File: src/rtl/ones_acc_pkg.sv
// Shared types and constants for the per-frame ones accumulator.
package ones_acc_pkg;

    typedef enum logic [1:0] {
        IDLE  = 2'd0,
        ACCUM = 2'd1,
        HOLD  = 2'd2
    } state_t;

    // Width of a single slice's popcount (0..3).
    localparam int PC_W = 2;

    // All-ones value of a w-bit field; used as the saturation ceiling.
    function automatic logic [31:0] all_ones(input int unsigned w);
        if (w >= 32) begin
            return 32'hFFFF_FFFF;
        end
        return (32'd1 << w) - 32'd1;
    endfunction

endpackage

File: src/rtl/ones3_count.sv
// Combinational popcount of a 3-bit slice {a,b,c} -> a+b+c.
module ones3_count
    import ones_acc_pkg::*;
(
    input  logic [2:0]      in_bits,
    output logic [PC_W-1:0] pc
);

    assign pc = {1'b0, in_bits[0]} + {1'b0, in_bits[1]} + {1'b0, in_bits[2]};

endmodule

File: src/rtl/ones_frame_accumulator.sv
// Per-frame ones accumulator: counts ones in each accepted 3-bit beat, sums
// them over a frame closed by in_last and presents the total on a
// valid/ready output. Optional macro SATURATE_EN clamps the running total
// at its all-ones value instead of wrapping; out_ovf is the same either way.
module ones_frame_accumulator
    import ones_acc_pkg::*;
#(
    parameter int SUM_W = 8,
    parameter int CNT_W = 8
) (
    input  logic             clk,
    input  logic             rst_n,
    input  logic             in_valid,
    output logic             in_ready,
    input  logic [2:0]       in_bits,
    input  logic             in_last,
    output logic             out_valid,
    input  logic             out_ready,
    output logic [SUM_W-1:0] out_sum,
    output logic [CNT_W-1:0] out_beats,
    output logic             out_ovf
);

`ifdef SATURATE_EN
    localparam logic [SUM_W-1:0] SAT_MAX = SUM_W'(all_ones(SUM_W));
`endif

    state_t           state;
    state_t           next_state;
    logic [PC_W-1:0]  pc;
    logic [SUM_W-1:0] acc;
    logic [CNT_W-1:0] beats;
    logic             ovf;
    logic             valid_q;
    logic [SUM_W:0]   sum_ext;
    logic             accept;

    // Extended add: the extra top bit is the carry out of SUM_W.
    function automatic logic [SUM_W:0] add_pc(input logic [SUM_W-1:0] a,
                                              input logic [PC_W-1:0]  p);
        return {1'b0, a} + (SUM_W+1)'(p);
    endfunction

    // Fold the extended sum back to SUM_W bits: wrap, or clamp on carry.
    function automatic logic [SUM_W-1:0] fold_sum(input logic [SUM_W:0] s);
`ifdef SATURATE_EN
        return s[SUM_W] ? SAT_MAX : s[SUM_W-1:0];
`else
        return s[SUM_W-1:0];
`endif
    endfunction

    ones3_count u_count (
        .in_bits (in_bits),
        .pc      (pc)
    );

    assign in_ready  = (state != HOLD);
    assign accept    = in_valid & in_ready;
    assign sum_ext   = add_pc(acc, pc);
    assign out_valid = valid_q;
    assign out_sum   = acc;
    assign out_beats = beats;
    assign out_ovf   = ovf;

    // State register.
    always_ff @(posedge clk or negedge rst_n) begin
        if (!rst_n) begin
            state <= IDLE;
        end else begin
            state <= next_state;
        end
    end

    // Next-state decode: a last beat closes the frame, the output handshake reopens it.
    always_comb begin
        next_state = state;
        case (state)
            IDLE, ACCUM: begin
                if (accept) begin
                    next_state = in_last ? HOLD : ACCUM;
                end
            end
            HOLD: begin
                if (out_ready) begin
                    next_state = IDLE;
                end
            end
            default: next_state = IDLE;
        endcase
    end

    // Accumulator, beat counter, sticky overflow and the registered output valid.
    always_ff @(posedge clk or negedge rst_n) begin
        if (!rst_n) begin
            acc     <= '0;
            beats   <= '0;
            ovf     <= 1'b0;
            valid_q <= 1'b0;
        end else begin
            if (accept) begin
                if (state == IDLE) begin
                    acc   <= SUM_W'(pc);
                    beats <= CNT_W'(1);
                    ovf   <= 1'b0;
                end else begin
                    acc   <= fold_sum(sum_ext);
                    beats <= beats + CNT_W'(1);
                    ovf   <= ovf | sum_ext[SUM_W];
                end
                if (in_last) begin
                    valid_q <= 1'b1;
                end
            end else if (valid_q && out_ready) begin
                valid_q <= 1'b0;
            end
        end
    end

endmodule

File: config.mk
export PLATFORM = sky130hd
export DESIGN_NAME = ones_frame_accumulator
export DESIGN_NICKNAME = d
export VERILOG_FILES = /design/src/rtl/ones_acc_pkg.sv /design/src/rtl/ones3_count.sv /design/src/rtl/ones_frame_accumulator.sv
export SDC_FILE = /design/constraint.sdc
export NUM_CORES = 1
export LEC_CHECK = 0
export BUFFER_PORTS_ARGS = -buffer_cell sky130_fd_sc_hd__buf_2
export CAP_MARGIN = 20
export CORE_MARGIN = 4
export CORE_UTILIZATION = 43
export DETAILED_ROUTE_END_ITERATION = 8
export PLACE_DENSITY = 0.77
export SLEW_MARGIN = 20
export SYNTH_ARGS = -nofsm -noshare
export SYNTH_HDL_FRONTEND = slang
export SYNTH_SLANG_ARGS = --single-unit
File: constraint.sdc
create_clock -name clk -period 3.1 [get_ports clk]
set_clock_uncertainty 0.1 [all_clocks]
set_input_delay 0.93 -clock clk [delete_from_list [all_inputs] [get_ports clk]]
set_output_delay 0.93 -clock clk [all_outputs]
set_load 0.005 [all_outputs]
==> run_results.csv <==
group,metric,value,unit
run_status,outcome,"complete, no violations",
clock_tree,cts_tree,"done",
sta,setup_tns,0,ns
placement,hpwl,1.636,mm
worst_hold_path,worst_hold_path.endpoint,"out_ovf",
floorplanning,core_area,0.002297,sq mm
sta,worst_pin_slew,0.4403,ns
sta,finalCritPeriodShare,81.78,%
synth,synth_compound_area_share,7.558,%
synth,yosys-mux-area-fraction,2.326,%
synth,synth_edf_count,0,
clock_tree,cts_resized,0,
sta,layout_min_cycle_time,2.535,ns
global_routing,grt_usage,14.42,%
cells_and_area,antenna_cells,0,
synth,yosysWarnings,0,
drt,firstDrtPassIters,4,
power_and_ir_drop,switchingPower,247.4,uW
drt,wirelength,2.207,mm
drt,drt_iter0_drc,12,
critical_path,path_cells,"buf_2 > fa_1 > ha_1 > fa_1 > and3_1 > nand3_1 > xor2_1 > nor2_1",
sta,finalHoldViolations,0,
global_routing,grt_remaining_overflow,0,
sta,slew_headroom,70.65,%
synth,synth_area,0.001076,sq mm
synth,synth_top_cell_area_share,46.51,%
floorplanning,initial_core_util,46.84,%
drt,num_vias,884,
floorplanning,die-area,0.003367,sq mm
global_routing,grt_max_degree,24,
sta,fmax,394.4,MHz
sta,finalSetupViolations,0,
drt,drc_errors,0,
floorplanning,pin_count,27,
clock_tree,cts_hold_repair.buffers,0,
cells_and_area,syn_to_final_growth,18.37,%
critical_path,reg2reg_setup_slack,1.38,ns
drt,ant_nets,0,
global_routing,grt_pass1_vias,882,
critical_path,crit_path_frequent_cell,"fa_1",
synth,synth_xor_area_share,8.140,%
synth,synth_top_family_by_area,"simple AND/OR/NAND/NOR gates",
power_and_ir_drop,p_comb_share,26.5,%
cells_and_area,regArea,500.5,sq um
clock_tree,cts-root-buf,"clkbuf_4",
critical_path,r2r-end,"out_sum[4]",
clock_tree,numCtsBuffers,3,
worst_hold_path,holdPathStages,2,
worst_hold_path,hp-start,"out_ovf",
synth,synth_cells,107,
clock_tree,cts_setup_buffers,0,
synth,synth_cell_types,32,
critical_path,startpoint_type,"primary input",
critical_path,required,3.20,ns
power_and_ir_drop,switching_share,31.66,%
power_and_ir_drop,power,781.6,uW
clock_tree,cts_buffer_depth,2,
sta,grt_setup_unrepaired,"false",
cells_and_area,n_fill_cell,201,
placement,gp_congestion,0.8536,
clock_tree,insertion_delay,0.30,ns
critical_path,critPathMaxStageDelay,0.50,ns
synth,yosys_register_bits,20,
global_routing,antenna_found_initial,0,
drt,post_drt_via_cell_ratio,5.491,
critical_path,cpMaxStageDelayCell,"fa_1",
power_and_ir_drop,powerDensity,613.6,mW/mm^2
synth,syn_avg_cell_area,10.06,sq um
cells_and_area,drive_above_1_share,26.32,%
drt,post_drt_wl_per_cell,13.71,um
floorplanning,die_h,58.03,um
critical_path,path_class,"in2reg",
synth,synth-simple-area-share,23.95,%
synth,yosysSeqAreaShare,46.51,%
synth,async_flop_share,100.0,%
synth,synthTopCellsByCount,"dfrtp_1 (20), nor2_1 (17), xor2_1 (10)",
cells_and_area,fin_nets,147,
critical_path,arrival,2.64,ns
floorplanning,rows,17,
worst_hold_path,hp-class,"reg2reg",
power_and_ir_drop,ir_drop,385.5,uV
sta,drv_slew,0,
synth,syn_nets,120,
synth,yosysMostFrequentCell,"dfrtp_1",
clock_tree,h-tree-depth,1,
critical_path,path_max_fanout,4,
cells_and_area,multi_input_area,529.3,sq um
synth,synthAdderAreaFrac,7.209,%
run,maxCapViolations,0,
critical_path,endpoint_kind,"flop",
power_and_ir_drop,p_leak,0.6641,nW
placement,io_buffers,26,
clock_tree,cts_sinks,20,
global_routing,grt_pass1_wl,3.767,mm
power_and_ir_drop,seqPwrFrac,46.4,%
clock_tree,cts.clk_slew.worst_paths,0.12,ns
power_and_ir_drop,clock_power_share,27.0,%
synth,synth.area.top_cells,"dfrtp_1 (47%), xor2_1 (8.1%), nor2_1 (5.9%)",
synth,synth-main-ff-cell,"dfrtp_1",
power_and_ir_drop,p_int,534.2,uW
critical_path,r2r.worst_path.cells,6,
floorplanning,die_x,58.03,um
synth,synth_area_leader_cell,"dfrtp_1",
critical_path,r2r_start,"out_sum[0]",
cell type report:
| type | count | share of cell area (%) |
|---|---|---|
| multi-input combinational | 78 | 41.55 |
| sequential | 20 | 39.29 |
| timing repair buffer | 28 | 11.39 |
| tap | 28 | 2.750 |
| clock inverter | 1 | 2.358 |
| clock buffer | 3 | 1.768 |
| inverter | 3 | 0.8841 |
cells in the final DEF, fill, tap and decap left out:
| master | instances |
|---|---|
| a21o_1 | 1 |
| nand4_1 | 7 |
| nand3_1 | 4 |
| o22ai_1 | 3 |
| mux2i_1 | 1 |
| nand2_1 | 5 |
| or3_1 | 1 |
| nor3b_2 | 1 |
| inv_1 | 3 |
| a32o_1 | 1 |
| o21ai_0 | 2 |
| a41oi_1 | 1 |
| nor2_1 | 17 |
| nand2b_1 | 1 |
| dfrtp_1 | 20 |
| and4_1 | 2 |
| and3_1 | 4 |
| mux2_4 | 1 |
| buf_4 | 2 |
| clkbuf_4 | 3 |
| and2_1 | 2 |
| ha_1 | 3 |
| nor3b_1 | 2 |
| bufinv_16 | 1 |
| xor2_1 | 10 |
| a21oi_1 | 4 |
| buf_2 | 26 |
| fa_1 | 2 |
| a31oi_1 | 1 |
| nor2b_1 | 1 |
| nand3_2 | 1 |
metal layers:
| layer | vias up | global-route usage, % | part of all wire, % |
|---|---|---|---|
| met5 | - | 0 | 0 |
| met2 | 18 | 24.68 | 51 |
| met3 | 2 | 2.227 | 3.8 |
| met4 | 0 | 7.285 | 1.0 |
| li1 | 427 | - | - |
| met1 | 437 | 17.46 | 44 |
worst max path at each step:
stage	depth (start not counted)	slack, ns	end	startpoint
floorplan	7	0.42	out_sum[4]	in_bits[0]
global placement	8	0.27	out_sum[4]	in_bits[0]
detailed placement	8	0.22	out_sum[4]	in_bits[0]
CTS	8	0.58	out_sum[4]	in_bits[0]
global route	8	0.48	out_sum[4]	in_bits[0]
finish	8	0.56	out_sum[4]	in_bits[0]
registers in the layout, summed over array words and instances, names as in the netlist:
signal     cells
out_beats      8
out_sum        8
state          2
out_ovf        1
out_valid      1
logic make-up (layout without fill, tap and decap cells):
family                     Yosys count  count (layout)
and+or+nand+nor                     48              48
DFF                                 20              20
AOI/OAI and AO/OA                   13              13
xor gates and xnor gates            10              10
buffers and inverters                9              35
adders and majority gates            5               5
muxes                                2               2
metrics by stage:
step	setup slack [ns]	area (sq um)	hold slack, ns	cells	util (%)
global route	0.4831	1274	0.4618	161	55.45
global placement	0.2745	1221	0.4052	157	53.16
finish	0.5647	1274	0.4424	161	55.45
CTS	0.5795	1274	0.4528	161	55.45
floorplan	0.4199	1076	0.3902	107	-
detailed placement	0.2232	1221	0.4246	157	53.16
power by group through the flow:
stage | clock network [mW] | registers (mW) | logic, mW
2_1_floorplan | 0 | 0.361 | 0.128
3_3_place_gp | 0 | 0.364 | 0.201
3_5_place_dp | 0 | 0.368 | 0.207
4_1_cts | 0.218 | 0.363 | 0.210
5_1_grt | 0.231 | 0.372 | 0.240
6_report | 0.211 | 0.363 | 0.208
worst max-delay path, delay by kind of cell:
| kind | cells | cell delay (ns) |
|---|---|---|
| adders and majority gates | 3 | 1.16 |
| and+or+nand+nor | 3 | 0.30 |
| xor gates and xnor gates | 1 | 0.14 |
| buffers and inverters | 1 | 0.11 |
No activity file was read; power rests on OpenSTA's default activity.
